===== src/rtl/ps2_pkg.sv =====
// Shared PS/2 receiver types: frame FSM encoding, prefix bytes, FIFO entry layout.
// Also provides the odd-parity check used at the stop bit.
package ps2_pkg;

  typedef enum logic [1:0] {
    ST_IDLE,
    ST_DATA,
    ST_PARITY,
    ST_STOP
  } ps2_state_t;

  localparam logic [7:0] PS2_EXT = 8'hE0;
  localparam logic [7:0] PS2_REL = 8'hF0;

  typedef struct packed {
    logic       ext;
    logic       rel;
    logic [7:0] code;
  } key_ent_t;

  function automatic logic odd_parity_ok(input logic [7:0] dat, input logic par);
    return ^{dat, par};
  endfunction

endpackage


===== src/rtl/ps2_sync_filter.sv =====
// Two-flop synchroniser plus stability filter for one raw PS/2 line; filt follows raw
// about FILT_CYC+2 cycles late and only after the synchronised level has held FILT_CYC cycles.
module ps2_sync_filter #(
  parameter int FILT_CYC = 8
) (
  input  logic clk,
  input  logic rst,
  input  logic raw,
  output logic filt
);

  localparam int CW = $clog2(FILT_CYC + 1);
  localparam logic [CW-1:0] CNT_LAST = CW'(FILT_CYC - 1);

  logic [1:0]    sync;
  logic [CW-1:0] cnt;

  always_ff @(posedge clk or posedge rst) begin
    if (rst) begin
      sync <= 2'b11;
      cnt  <= '0;
      filt <= 1'b1;
    end else begin
      sync <= {sync[0], raw};
      // Any return to the current filtered level restarts the stability count.
      if (sync[1] == filt) begin
        cnt <= '0;
      end else if (cnt == CNT_LAST) begin
        filt <= sync[1];
        cnt  <= '0;
      end else begin
        cnt <= cnt + CW'(1);
      end
    end
  end

endmodule


===== src/rtl/ps2_scancode_rx.sv =====
// PS/2 keyboard receiver: filtered frame FSM, E0/F0 prefix decode, FWFT scancode FIFO.
// Entry is pushed the cycle after the stop edge; keyboard cannot be stalled, so a full FIFO drops and sets sticky overflow.
module ps2_scancode_rx
  import ps2_pkg::*;
#(
  parameter int FIFO_DEPTH  = 8,
  parameter int FILT_CYC    = 8,
  parameter int TIMEOUT_CYC = 200000
) (
  input  logic       CLK_100MHz,
  input  logic       RST,
  input  logic       ps2_clk,
  input  logic       ps2_data,
  input  logic       rd_en,
  output logic       key_valid,
  output logic [7:0] key_code,
  output logic       key_release,
  output logic       key_extended,
  output logic       frame_err,
  output logic       overflow
);

  localparam int AW = $clog2(FIFO_DEPTH);
  localparam int TW = $clog2(TIMEOUT_CYC + 1);
  localparam logic [TW-1:0] TO_LAST = TW'(TIMEOUT_CYC - 1);

  logic clk_f, data_f, clk_prev, fall;

  ps2_sync_filter #(.FILT_CYC(FILT_CYC)) u_clk_filt (
    .clk (CLK_100MHz),
    .rst (RST),
    .raw (ps2_clk),
    .filt(clk_f)
  );

  ps2_sync_filter #(.FILT_CYC(FILT_CYC)) u_data_filt (
    .clk (CLK_100MHz),
    .rst (RST),
    .raw (ps2_data),
    .filt(data_f)
  );

  always_ff @(posedge CLK_100MHz or posedge RST) begin
    if (RST) clk_prev <= 1'b1;
    else     clk_prev <= clk_f;
  end

  assign fall = clk_prev & ~clk_f;

  ps2_state_t    state;
  logic [7:0]    shreg;
  logic [2:0]    bit_cnt;
  logic          par_bit;
  logic [TW-1:0] to_cnt;
  logic          ext_flag, rel_flag;
  logic          push_vld;
  key_ent_t      push_dat;

  always_ff @(posedge CLK_100MHz or posedge RST) begin
    if (RST) begin
      state     <= ST_IDLE;
      shreg     <= '0;
      bit_cnt   <= '0;
      par_bit   <= 1'b0;
      to_cnt    <= '0;
      ext_flag  <= 1'b0;
      rel_flag  <= 1'b0;
      push_vld  <= 1'b0;
      push_dat  <= '0;
      frame_err <= 1'b0;
    end else begin
      frame_err <= 1'b0;
      push_vld  <= 1'b0;
      if (state == ST_IDLE || fall) to_cnt <= '0;
      else                          to_cnt <= to_cnt + TW'(1);

      case (state)
        ST_IDLE: begin
          if (fall && !data_f) begin
            state   <= ST_DATA;
            bit_cnt <= '0;
          end
        end
        ST_DATA: begin
          if (fall) begin
            shreg   <= {data_f, shreg[7:1]};
            bit_cnt <= bit_cnt + 3'd1;
            if (bit_cnt == 3'd7) state <= ST_PARITY;
          end
        end
        ST_PARITY: begin
          if (fall) begin
            par_bit <= data_f;
            state   <= ST_STOP;
          end
        end
        ST_STOP: begin
          if (fall) begin
            state <= ST_IDLE;
            if (odd_parity_ok(shreg, par_bit) && data_f) begin
              if (shreg == PS2_EXT) begin
                ext_flag <= 1'b1;
              end else if (shreg == PS2_REL) begin
                rel_flag <= 1'b1;
              end else begin
                push_vld <= 1'b1;
                push_dat <= {ext_flag, rel_flag, shreg};
                ext_flag <= 1'b0;
                rel_flag <= 1'b0;
              end
            end else begin
              frame_err <= 1'b1;
              ext_flag  <= 1'b0;
              rel_flag  <= 1'b0;
            end
          end
        end
        default: state <= ST_IDLE;
      endcase

      // A stalled keyboard mid-frame abandons the frame and any pending prefix.
      if (state != ST_IDLE && !fall && to_cnt == TO_LAST) begin
        state     <= ST_IDLE;
        frame_err <= 1'b1;
        ext_flag  <= 1'b0;
        rel_flag  <= 1'b0;
      end
    end
  end

  key_ent_t  mem [FIFO_DEPTH];
  key_ent_t  head;
  logic [AW:0] wr_ptr, rd_ptr;
  logic empty, full, pop, push;

  assign empty = (wr_ptr == rd_ptr);
  assign full  = (wr_ptr[AW] != rd_ptr[AW]) && (wr_ptr[AW-1:0] == rd_ptr[AW-1:0]);
  assign pop   = rd_en && !empty;
  assign push  = push_vld && (!full || pop);

  always_ff @(posedge CLK_100MHz) begin
    if (push) mem[wr_ptr[AW-1:0]] <= push_dat;
  end

  always_ff @(posedge CLK_100MHz or posedge RST) begin
    if (RST) begin
      wr_ptr   <= '0;
      rd_ptr   <= '0;
      overflow <= 1'b0;
    end else begin
      if (push) wr_ptr <= wr_ptr + (AW+1)'(1);
      if (pop)  rd_ptr <= rd_ptr + (AW+1)'(1);
      if (push_vld && full && !pop) overflow <= 1'b1;
    end
  end

  assign head         = mem[rd_ptr[AW-1:0]];
  assign key_valid    = !empty;
  assign key_code     = key_valid ? head.code : 8'h00;
  assign key_release  = key_valid & head.rel;
  assign key_extended = key_valid & head.ext;

endmodule


===== config.mk =====
export PLATFORM = sky130hd
export DESIGN_NAME = ps2_scancode_rx
export DESIGN_NICKNAME = d
export VERILOG_FILES = /design/src/rtl/ps2_pkg.sv /design/src/rtl/ps2_sync_filter.sv /design/src/rtl/ps2_scancode_rx.sv
export SDC_FILE = /design/constraint.sdc
export NUM_CORES = 1
export LEC_CHECK = 0
export ABC_AREA = 1
export ABC_CLOCK_PERIOD_IN_PS = 2950
export BUFFER_PORTS_ARGS = -buffer_cell sky130_fd_sc_hd__buf_2
export CAP_MARGIN = 20
export CORE_MARGIN = 3
export CORE_UTILIZATION = 30
export CTS_BUF_LIST = sky130_fd_sc_hd__clkbuf_8 sky130_fd_sc_hd__clkbuf_16
export DETAILED_ROUTE_END_ITERATION = 12
export GPL_TIMING_DRIVEN = 0
export MAX_ROUTING_LAYER = met4
export PLACE_DENSITY_LB_ADDON = 0.1
export SLEW_MARGIN = 10
export SYNTH_ARGS = -nofsm -noshare
export SYNTH_HDL_FRONTEND = slang
export SYNTH_SLANG_ARGS = --single-unit

===== constraint.sdc =====
create_clock -name CLK_100MHz -period 2.95 [get_ports CLK_100MHz]
set_clock_uncertainty 0.15 [all_clocks]
set_input_delay 0.295 -clock CLK_100MHz [delete_from_list [all_inputs] [get_ports CLK_100MHz]]
set_output_delay 0.295 -clock CLK_100MHz [all_outputs]
set_load 0.1 [all_outputs]

## After elaboration in Yosys (flattened, before gate mapping)

Memories as Yosys holds them, arrays and structs flattened.
Cells that the tools add are included.
Widths: inputs -> output; s select.

| cells by class | value |
|---|---|
| bitwise logic cells | 8 |
| add/subtract/negate cells | 6 |
| eq/ne operators | 23 |
| reductions and logical operators | 31 |
| multiplexer cells | 39 |

Operators by type and width:

| kind | count |
|---|---|
| $mux 1 | 23 |
| $add 18x1->18 const B | 1 |
| $eq 18x18->1 const B | 1 |
| $mux 18 | 1 |
| $add 4x1->4 const B | 4 |
| $eq 8x8->1 const B | 2 |
| $mux 4 | 4 |
| $mux 2 | 6 |
| $ne 3x3->1 const B | 4 |
| $reduce_and 5->1 | 2 |
| $logic_and 1x1->1 | 9 |
| $reduce_and 3->1 | 3 |
| $reduce_xor 9->1 | 1 |
| $eq 4x3->1 const B | 2 |
| $mux 8 | 1 |
| $pmux 2 s4 | 1 |
| $reduce_and 2->1 | 4 |
| $reduce_bool 2->1 | 4 |
| $mux 3 | 2 |
| $pmux 3 s2 | 1 |
| $logic_not 1->1 | 5 |
| $not 1->1 | 5 |
| $eq 2x2->1 const B | 2 |
| $eq 4x4->1 | 1 |
| 14 further kinds | 18 |

| storage, ports and cells | value |
|---|---|
| register bits | 70 |
| logic and storage cells | 130 |
| memory bits (writable) | 80 |
| input bits | 5 |
| memories | 1 |
| output and inout bits | 13 |

Memories:

| memory | depth | width | rd ports | clocked after memory_dff | write ports | line | text |
|---|---|---|---|---|---|---|---|
| mem | 8 | 10 | 1 | 0 | 1 | ps2_scancode_rx.sv:131 | `key_ent_t mem [FIFO_DEPTH];` |

## Depth between registers and ports, before layout

| depth | value |
|---|---|
| depth in word-level cells | 7 |
| mapped depth | 15 |
| mapped depth without buffers | 15 |

## By module

A second synthesis with hierarchy kept.

| unflattened totals | value |
|---|---|
| cells, all modules | 642 |
| area, all modules | 6548.8 µm² |

Modules (own cells, without submodules):

| module | area each (µm²) | cells each | seq. area each (µm²) | times used |
|---|---|---|---|---|
| ps2_scancode_rx | 5978.2 | 582 | 3804.9 | 1 |
| ps2_sync_filter | 285.3 | 30 | 178.9 | 2 |

## Worst setup path after synthesis

No wires, ideal clock.

| path | value |
|---|---|
| path type | flip-flop to output port |
| from | register rd_ptr[0] |
| to | output key_code[5] |
| required time | 2505 ps |
| path slack | -1112 ps |
| stages on the path, launching flop included | 8 |
| path buffers | 2 |
| data arrival time | 3617 ps |
| path through | dfrtp_1 -> buf_2 -> xor2_1 -> nor2_1 -> nand4_1 -> clkbuf_1 -> o21ai_0 -> a31oi_1 |

| on the way | value |
|---|---|
| word-level cells in the longest chain between the ends | 2 |
| elaborated cells on any way between the ends | 3 |
| those cells by class | eq/ne (1); mux (1); memory (1) |

Ends and longest elaborated chain:

| element | line | text |
|---|---|---|
| from (decl) | ps2_scancode_rx.sv:133 | `logic [AW:0] wr_ptr, rd_ptr;` |
| from (signal assigned) | ps2_scancode_rx.sv:152 | `if (pop) rd_ptr <= rd_ptr + (AW+1)'(1);` |
| $mem_v2 8x10 / $eq 4x4->1 (equally long branches) | -- |  |
| $mux 8 * | ps2_scancode_rx.sv:159 | `assign key_code = key_valid ? head.code : 8'h00;` |
| to (decl) | ps2_scancode_rx.sv:16 | `output logic [7:0] key_code,` |

Mark *: on every way between the ends. The rest lies on a longest branch, timed or not.

## Worst setup path after layout

| path | value |
|---|---|
| from | register rd_ptr[0] |
| to | output key_code[0] |

Same word-level chain as after synthesis.

==> summary.md <==
| Metric | Value |
|---|---|
| Non-filler cells, final | a little under 1,000 |
| First DRT Iteration DRCs | 229 |
| Chip height | roughly 150 µm |
| Total power | around 0.0077 W |
| Post-synthesis cell type count | 39 |
| Nets | roughly 700 |
| CTS Buf Count | 17 |
| Drt drc | 0 |
| Top FF cell, synth | edfxtp_1 |
| Final period util | 0.950 |
| Vias in the first global route | around 4,700 |
| Detailed Place HPWL | between 10 and 15 mm |
| Worst EP required | 2510 ps |
| Layout area overhead | 19.7% |
| DIE WIDTH | ~150 µm |
| Kind of critical path | register to output port |
| Largest net degree at the start of global routing | 46 |
| Die area | ~0.024 mm² |
| Vias/cell | 4.68 |
| Tot GR Track Use | 0.137 |
| Max VDD drop | 400 µV |
| Synth Cell Area | around 0.0066 mm² |
| CP max stage delay | 370 ps |
| Synth area leader | edfxtp_1 |
| GRT overflow | 0 |
| CTS tree | done |
| Cell Pwr Density | 983 mW/mm² |
| GP Congestion | between 0.7 and 0.8 |
| R2R Path Start | rd_ptr[0] |
| Routed wire per std cell | ~15 µm |
| Initial antenna violation count | 0 |
| Critical Path Start Type | register |
| Max-slew headroom | 0.373 |
| Actual slew at the worst max-slew pin | 937 ps |
| Synth area leaders | edfxtp_1, dfrtp_1, nor2_1 |
| Most common cell after layout, fill and taps aside | nor2_1 |
| Max Cap Viol | 0 |
| FP Rows | 53 |
| Post-Place Cells | about 930 |
| WL final | roughly 15 mm |
| Final min period | between 2000 and 3000 ps |
| Share of the synthesized area in the top cell type | 0.365 |
| CP endpoint | key_code[0] |
| Core area | approximately 0.021 mm² |
| HP Class | input port to register |
| Setup TNS | 0 ps |
| Number of I/O pins | 18 |
| Layout fillers | approximately 2,100 |
| Clock transition at path regs | ~60 ps |
| H-tree depth | 4 |
| Reg2Reg Depth | 7 |
| Final Hold Viols | 0 |
| Buffers on Ports | 17 |
| Worst path cell trace | buf_2 -> inv_1 -> clkbuf_2 -> nor2_1 -> o22ai_1 -> o21ai_1 -> a31oi_2 -> buf_4 |
| Seq/Total Area, Yosys | 0.633 |
| Critical Path Start | rd_ptr[0] |
| Share of cells above drive strength 1 | 0.171 |
| Final setup viols | 0 |
| Initial Utilization | 0.309 |
| Crit-path slowest cell | dfrtp_1 |
| Clk_lat worst skew | approximately 420 ps |
| Max Freq | between 300 and 400 MHz |
| Clock Root Buffer | clkbuf_16 |
| Top fanout value on the critical path | 10 |
| Leakage Power | ~3.2 nW |
| Synth Register Bits | 150 |
| Global-route wire length before repair | 24.6 mm |
| Remaining antenna violation count | 0 |
| Synth Warn # | 0 |
| Most frequent cells in the layout | nor2_1, nand2_1, edfxtp_1 |
| Sink Count | 150 |
| Synthesized instance count | about 640 |
| CP arrival | 2360 ps |
| Nature of the critical path endpoint | output port |
| R2r setup slk | ~310 ps |
| RSZ-0062 raised after global routing | no |
| Post-synth net total | approximately 650 |
| R2R Path End | mem[4][2] |
| Status | finished clean |
| Syn_area_per_cell | 10.3 µm² |
| Clock buffer depth | 2 |
| DR vias | 4,542 |
| Async set-reset flop share out of synthesis | 0.467 |
| Pre-antenna DRT Iters | 4 |
| Post-synth EDFFs | 80 |
| # diodes | 0 |
| Final Max Slew Viols | 0 |
-- where the power goes --
part	internal (W)	switching, W
clock	0.00151	0.000890
sequential	0.00234	0.000113
combinational	0.000723	0.00217
-- what timing repair did --
item                                    4_1_cts  5_1_grt
endpoints found under the hold margin        27        0
endpoints found under the setup margin       10       19
setup buffers                                 0        0
hold buffers                                  3        0
resized for setup                            15       12
-- how the worst min path moves through the flow --
stage                       start                 end  cells past startpoint
2_1_floorplan             ps2_clk  u_clk_filt.sync[0]                      0
3_3_place_gp   u_clk_filt.sync[0]  u_clk_filt.sync[1]                      0
3_5_place_dp                  RST   u_clk_filt.cnt[2]                      2
4_1_cts                     rd_en           rd_ptr[0]                      3
5_1_grt                     rd_en           rd_ptr[0]                      3
6_report                    rd_en           rd_ptr[0]                      3
-- per-layer routing --
metal | GRT usage | part of all wire | vias to the layer above | routed length (µm)
met3 | 0.0352 | 0.032 | 11 | 467
li1 | - | - | 2247 | -
met5 | - | 0 | - | 0
met1 | 0.166 | 0.46 | 2219 | 6790
met4 | 0.0416 | 0.0099 | 0 | 146
met2 | 0.225 | 0.50 | 65 | 7350
-- critical path: cells and delay by family, from the launching register on --
kind                   cells  cell delay, ps
flip-flops                 1             370
AO/OA/AOI/OAI              3             570
AND/OR/NAND/NOR            1              70
buffers and inverters      4             910
-- cell usage after synthesis, types with 5 or more instances --
| cell | instances |
|---|---|
| edfxtp_1 | 80 |
| dfstp_2 | 7 |
| o21ai_2 | 8 |
| nand3_1 | 20 |
| a21oi_1 | 13 |
| nand4_1 | 8 |
| nand2_2 | 5 |
| dfrtp_1 | 63 |
| a31oi_1 | 11 |
| inv_1 | 53 |
| nand2_1 | 88 |
| xor2_1 | 10 |
| nor2_1 | 104 |
| nor3_1 | 8 |
| clkbuf_1 | 18 |
| o21ai_1 | 13 |
| o22ai_1 | 10 |
| xnor2_1 | 6 |
| ha_1 | 12 |
| inv_2 | 6 |
| o21ai_0 | 64 |
-- logic make-up (layout without fill, tap and decap cells) --
kind of cell,count (synthesis),after routing,synth area share
fa+ha+maj,12,12,0.0228
buf+inv,81,139,0.0490
compound gates,126,126,0.108
flops,150,150,0.633
simple gates,252,252,0.166
xor+xnor,16,16,0.0213
-- flip-flops by register name (all words and copies together), names as in the netlist, 3 cells and up --
name             cells
to_cnt              18
u_clk_filt.cnt       4
rd_ptr               4
u_data_filt.cnt      4
push_dat            10
bit_cnt              3
shreg                8
wr_ptr               4
mem                 80
-- final cells by class --
cell class                 count  area (µm²)  share of cell area
timing repair buffer          26         216              0.0275
buffer                        20         106              0.0135
clock buffer                  17         425              0.0540
tap                          275         344              0.0437
sequential                   150        4160               0.528
multi-input combinational    406        2170               0.275
inverter                      61         233              0.0295
clock inverter                15         225              0.0286
-- metrics by stage --
step	utilization	instance area, µm²	hold WS, ps	setup WS [ps]
finish	0.370	7880	28.2	148
global route	0.370	7880	29.4	11.3
CTS	0.368	7840	8.35	0.624
detailed placement	0.335	7120	158	152
global placement	0.332	7070	198	-255
floorplan	-	6650	149	-44.8
Power figures use the tool's default switching activity.
